**src/rtl/amoa_rt8_acc_sched.sv**
```systemverilog
// amoa_rt8_acc_sched: job scheduler and accumulator in front of one shared
// 8-operand approximate adder tree with LAT register stages. Two requesters
// stream multi-beat jobs. Whole jobs are granted round-robin. Tags follow each
// beat through the tree latency, and the tree sums of a job are accumulated
// into one result.
module amoa_rt8_acc_sched #(
  parameter int LAT   = 2,
  parameter int ACC_W = 19
) (
  input  logic              clk_i,
  input  logic              rst_i,
  input  logic              req0_valid_i,
  output logic              req0_ready_o,
  input  logic [63:0]       req0_data_i,
  input  logic              req0_last_i,
  input  logic              req1_valid_i,
  output logic              req1_ready_o,
  input  logic [63:0]       req1_data_i,
  input  logic              req1_last_i,
  output logic [63:0]       tree_x_o,
  input  logic [10:0]       tree_summ_i,
  output logic              res_valid_o,
  input  logic              res_ready_i,
  output logic [ACC_W-1:0]  res_sum_o,
  output logic              res_id_o,
  output logic [8:0]        res_beats_o,
  output logic              res_ovf_o
);

  typedef enum logic [1:0] {
    S_IDLE   = 2'd0,
    S_ISSUE  = 2'd1,
    S_DRAIN  = 2'd2,
    S_RESULT = 2'd3
  } state_t;

  // One tag per tree slot. It says whether the slot carries a beat and
  // where that beat sits inside its job.
  typedef struct packed {
    logic valid;
    logic first;
    logic last;
  } tag_t;

  state_t            state_q, state_d;
  logic              owner_q, owner_d;   // requester that owns the current job
  logic              rr_q, rr_d;         // preferred requester on a tie
  logic              first_q;            // next accepted beat opens the job
  tag_t              tag_q [LAT];
  tag_t              tag_in;
  tag_t              tag_out;
  logic [ACC_W-1:0]  acc_q;
  logic [8:0]        beats_q;

  logic              own_valid;
  logic              own_last;
  logic [63:0]       own_data;
  logic              accept;

  assign own_valid = owner_q ? req1_valid_i : req0_valid_i;
  assign own_last  = owner_q ? req1_last_i  : req0_last_i;
  assign own_data  = owner_q ? req1_data_i  : req0_data_i;
  assign tag_out   = tag_q[LAT-1];

  // Next-state, arbitration and handshake decode.
  always_comb begin
    // NOTE: every signal driven here gets a default first, so no path can
    // leave one unassigned and infer a latch.
    state_d      = state_q;
    owner_d      = owner_q;
    rr_d         = rr_q;
    req0_ready_o = 1'b0;
    req1_ready_o = 1'b0;
    accept       = 1'b0;
    unique case (state_q)
      S_IDLE: begin
        if (req0_valid_i || req1_valid_i) begin
          state_d = S_ISSUE;
          if (req0_valid_i && req1_valid_i) begin
            owner_d = rr_q;
            rr_d    = ~rr_q;
          end else begin
            owner_d = req1_valid_i;
          end
        end
      end
      S_ISSUE: begin
        // Ready is held low while reset is asserted, so no beat can be
        // taken in a cycle whose state is about to be discarded.
        if (!rst_i) begin
          req0_ready_o = ~owner_q;
          req1_ready_o = owner_q;
          accept       = own_valid;
        end
        if (accept && own_last) state_d = S_DRAIN;
      end
      S_DRAIN: begin
        if (tag_out.valid && tag_out.last) state_d = S_RESULT;
      end
      S_RESULT: begin
        if (res_ready_i) state_d = S_IDLE;
      end
      default: state_d = S_IDLE;
    endcase
  end

  // Operands reach the tree only for accepted beats; otherwise zeros.
  always_comb begin
    tree_x_o = accept ? own_data : 64'd0;
    tag_in   = '0;
    if (accept) begin
      tag_in.valid = 1'b1;
      tag_in.first = first_q;
      tag_in.last  = own_last;
    end
  end

  // Control state: FSM, owner, round-robin pointer and first-beat flag.
  always_ff @(posedge clk_i) begin
    // NOTE: sequential state uses non-blocking assignments so every
    // register samples pre-edge values regardless of statement order.
    if (rst_i) begin
      state_q <= S_IDLE;
      owner_q <= 1'b0;
      rr_q    <= 1'b0;
      first_q <= 1'b0;
    end else begin
      state_q <= state_d;
      owner_q <= owner_d;
      rr_q    <= rr_d;
      if (state_q == S_IDLE && state_d == S_ISSUE) first_q <= 1'b1;
      else if (accept)                             first_q <= 1'b0;
    end
  end

  // Tag shift register, aligned with the tree pipeline.
  always_ff @(posedge clk_i) begin
    // NOTE: the tag array is reset on purpose; clearing it is what makes
    // tree output still in flight at reset be ignored.
    if (rst_i) begin
      for (int i = 0; i < LAT; i++) tag_q[i] <= '0;
    end else begin
      tag_q[0] <= tag_in;
      for (int i = 1; i < LAT; i++) tag_q[i] <= tag_q[i-1];
    end
  end

  // Accumulate tree sums as their tags emerge; a first tag restarts the sum.
  always_ff @(posedge clk_i) begin
    if (rst_i) begin
      acc_q <= '0;
    end else if (tag_out.valid) begin
      acc_q <= (tag_out.first ? '0 : acc_q) + ACC_W'(tree_summ_i);
    end
  end

  // Count accepted beats of the current job, saturating at 511.
  always_ff @(posedge clk_i) begin
    if (rst_i) begin
      beats_q <= 9'd0;
    end else if (accept) begin
      if (first_q)                 beats_q <= 9'd1;
      else if (beats_q != 9'd511)  beats_q <= beats_q + 9'd1;
    end
  end

  // The result fields are the live job registers. None of them moves while
  // in RESULT, because no beat is accepted and no valid tag remains.
  assign res_valid_o = (state_q == S_RESULT);
  assign res_sum_o   = acc_q;
  assign res_id_o    = owner_q;
  assign res_beats_o = beats_q;
  assign res_ovf_o   = (beats_q > 9'd256);

endmodule
```
**config.mk**
```make
export PLATFORM = sky130hd
export DESIGN_NAME = amoa_rt8_acc_sched
export DESIGN_NICKNAME = d
export VERILOG_FILES = /design/src/rtl/amoa_rt8_acc_sched.sv
export SDC_FILE = /design/constraint.sdc
export NUM_CORES = 1
export LEC_CHECK = 0
export BUFFER_PORTS_ARGS = -buffer_cell sky130_fd_sc_hd__buf_2
export CAP_MARGIN = 20
export CELL_PAD_IN_SITES_DETAIL_PLACEMENT = 1
export CELL_PAD_IN_SITES_GLOBAL_PLACEMENT = 1
export CORE_AREA = 3 3 119 121
export CTS_CLUSTER_DIAMETER = 30
export DETAILED_ROUTE_END_ITERATION = 10
export DIE_AREA = 0 0 122 124
export PLACE_DENSITY_LB_ADDON = 0.1
export SLEW_MARGIN = 20
export SYNTH_ARGS = -nofsm -noshare
export SYNTH_HDL_FRONTEND = slang
export SYNTH_SLANG_ARGS = --single-unit
```
**constraint.sdc**
```tcl
create_clock -name clk_i -period 2.95 [get_ports clk_i]
set_input_delay 0.1475 -clock clk_i [delete_from_list [all_inputs] [get_ports clk_i]]
set_output_delay 0.1475 -clock clk_i [all_outputs]
set_load 0.01 [all_outputs]
```
==> flow_summary.toml <==
[sta]
rsz0062_at_grt = "false"
slew_headroom_pct = 26.9
finalHoldViolations = 0
clock_skew_ps = 7.11
slew_viol_final = 0
fin_crit_sh_pct = 94.3
fin_crit_ps = 2780
finalSetupTns_ps = 0
setup_viol = 0
fmax_mhz = 359
tightest_slew_ps = 1100

[placement]
dp_hpwl_mm = 11.9
portBuffers = 242
place.gp.congestion = 0.828

[status]
outcome = "finished, final reports clean"

[global_route]
grt_usage_pct = 18.2
grt_pass1_vias = 4095
grt_pass1_wl_mm = 21.8
grt_max_degree = 69
grt_antenna_before_repair = 4
overflow = 0

[cts]
worst_skew_pair.late_latency_ps = 290
clockRootBuffer = "clkbuf_16"
cts_buffers = 5
clock_path_buffers = 2
h-tree-depth = 2
path_clk_slew_ps = 60
cts_tree = "done"
cts_sinks = 39
post_cts_buffers = 0

[finish]
final_nets = 820
syn_to_final_growth_pct = 47.7
drive_gt1_share_pct = 40.5
fill_cells = 1706

[critical_path]
path_class = "reg -> reg"
cp.arrival_ps = 2990
critPathLaunch = "tag_q[0][4]"
r2r-end = "res_sum_o[14]"
rr_worst_depth = 10
cp.required_ps = 3160
ff2ff_setup_slack_ps = 170
cp-start-kind = "register"
crit_end = "res_sum_o[14]"
reg2reg_from = "tag_q[0][4]"
crit_path_max_fanout = 7
cp-end-kind = "register"

[drt]
num_vias = 4005
ant_nets = 0
drt-total-wl_mm = 14.4
initialDrtViolationCount = 154
vias_per_cell = 4.78
first_pass_iters = 4
wl_per_cell_um = 17.2
remaining_drc_errors = 0

[die]
core_um2 = 13200
start_util_pct = 24.9
rows = 42
die-area_um2 = 15100
die_h_um = 124
die_x_um = 122
ios = 243

[logic_synthesis]
netlist_area_um2 = 3280
synthArstFlopShare_pct = 0
yosysUniqueCellTypes = 58
ys.flop_type = "dfxtp_1"
synth.avg_cell_area_um2 = 7.68
synth_edf_count = 0
ys_ff_latch = 39
yosysWarnings = 0
ys_seq_area_share_pct = 23.8
netlist_instances = 427
synth_fp_nets = 588

[power]
powerDensity_nw_per_um2 = 318
irDropWorstVdd_uv = 187
finalPower_mw = 1.54
leakagePower_nw = 2.40

[run]
timing.max_cap.violations = 0

[worst_hold_path]
hold_class = "in -> reg"
## kinds of logic (layout without fill, tap and decap cells)
logic type	after synthesis	count (layout)	share of synthesized area, %
other	0	1	0
adder cells (fa/ha/maj)	15	15	5.95
XOR/XNOR	8	8	2.14
multiplexers	70	70	21.8
buffers and inverters	39	272	4.50
AO/OA/AOI/OAI	73	73	15.3
flip-flops	39	39	23.8
AND/OR/NAND/NOR	183	183	26.5
## worst min-delay path by stage
stage | cells past startpoint | end | slack [ps] | startpoint
2_1_floorplan | 2 | res_id_o | 310 | req1_valid_i
3_3_place_gp | 1 | tag_q[0][3] | 420 | tag_q[0][0]
3_5_place_dp | 1 | tag_q[0][5] | 440 | tag_q[0][2]
4_1_cts | 3 | state_q[1] | 180 | res_ready_i
5_1_grt | 3 | state_q[1] | 190 | res_ready_i
6_report | 3 | state_q[1] | 190 | res_ready_i
## routing by layer
metal  wire (µm)  up-vias  GRT usage [%]
met3        1270       15           6.54
li1            -     1980              -
met1        5610     1872           20.6
met4         137        6           3.85
met5          41        -              0
met2        7330      132           32.9
## cell usage after synthesis (4+ instances only)
cell type  number  area, µm²
a211oi_1        6       45.0
a21oi_1        17       85.1
a31oi_1         4       25.0
and2_1          4       25.0
buf_1           5       18.8
clkbuf_1       19       71.3
dfxtp_1        39        781
ha_1           14        175
inv_1          14       52.6
mux2i_1        68        681
nand2_1        20       75.1
nand2b_1        5       31.3
nand3_1         8       40.0
nand4_1         7       43.8
nor2_1         93        349
nor2b_1        18        113
nor3_1          7       35.0
o21ai_0        12       60.1
xnor2_1         4       35.0
xor2_1          4       35.0
## worst max-delay path, stage by stage (launching register included)
cell and delay (ps):
dfxtp_1 390, nor2b_1 70, ha_1 210, inv_1 80, fa_2 240, nor2b_4 50
o31a_1 270, o41a_1 450, a311o_2 460, a311o_1 330, a31oi_1 170
## layout by cell type (no fill, tap or decap), drive strengths merged, types with 4 or more instances in the layout
master / instances
dfxtp: 39
xor2: 4
nor2b: 19
a21oi: 17
mux2i: 68
nor2: 93
nand2: 20
and2: 6
o21ai: 13
nor3: 7
xnor2: 4
a211oi: 6
nand3: 8
nand4: 7
buf: 250
nand2b: 5
inv: 14
a31oi: 4
clkbuf: 6
ha: 14
## repair_timing
item / 4_1_cts / 5_1_grt
resized for setup: 0 / 3
setup endpoints to repair: 0 / 3
hold buffers: 0 / 0
## report_power, final
| group | switching, mW | leakage (nW) | internal [mW] | total [mW] |
|---|---|---|---|---|
| sequential | 0.0177 | 0.317 | 0.543 | 0.561 |
| clock | 0.226 | 0.0669 | 0.312 | 0.538 |
| combinational | 0.227 | 2.01 | 0.215 | 0.442 |
| total | 0.471 | 2.40 | 1.07 | 1.54 |
## sequential cells by signal, indices dropped and copies added (netlist names)
name / count
res_sum_o: 19
first_q: 1
res_id_o: 1
rr_q: 1
state_q: 2
res_beats_o: 9
tag_q: 6
## per-stage QoR
step           area, µm²  util, %  hold WS (ps)  cells  setup slack (ps)
6_report            4840     36.7           186    837               168
5_1_grt             4840     36.7           190    837              2.73
4_1_cts             4830     36.6           185    836              96.5
3_5_place_dp        4690     35.6           436    828               109
3_3_place_gp        4690     35.6           422    828               158
2_1_floorplan       3280        -           313    427              48.7
## area by class of cell
cell class	instances	area, µm²	area share, %
clock buffers	6	129	2.66
diodes	1	2.50	0.0517
flip-flops and latches	39	785	16.2
multi-input cells	349	2360	48.8
well taps	176	220	4.55
clock inverters	2	12.5	0.258
repair buffers	250	1270	26.3
inverters	14	52.6	1.09
Note: power is estimated with default switching activity, not from simulation.
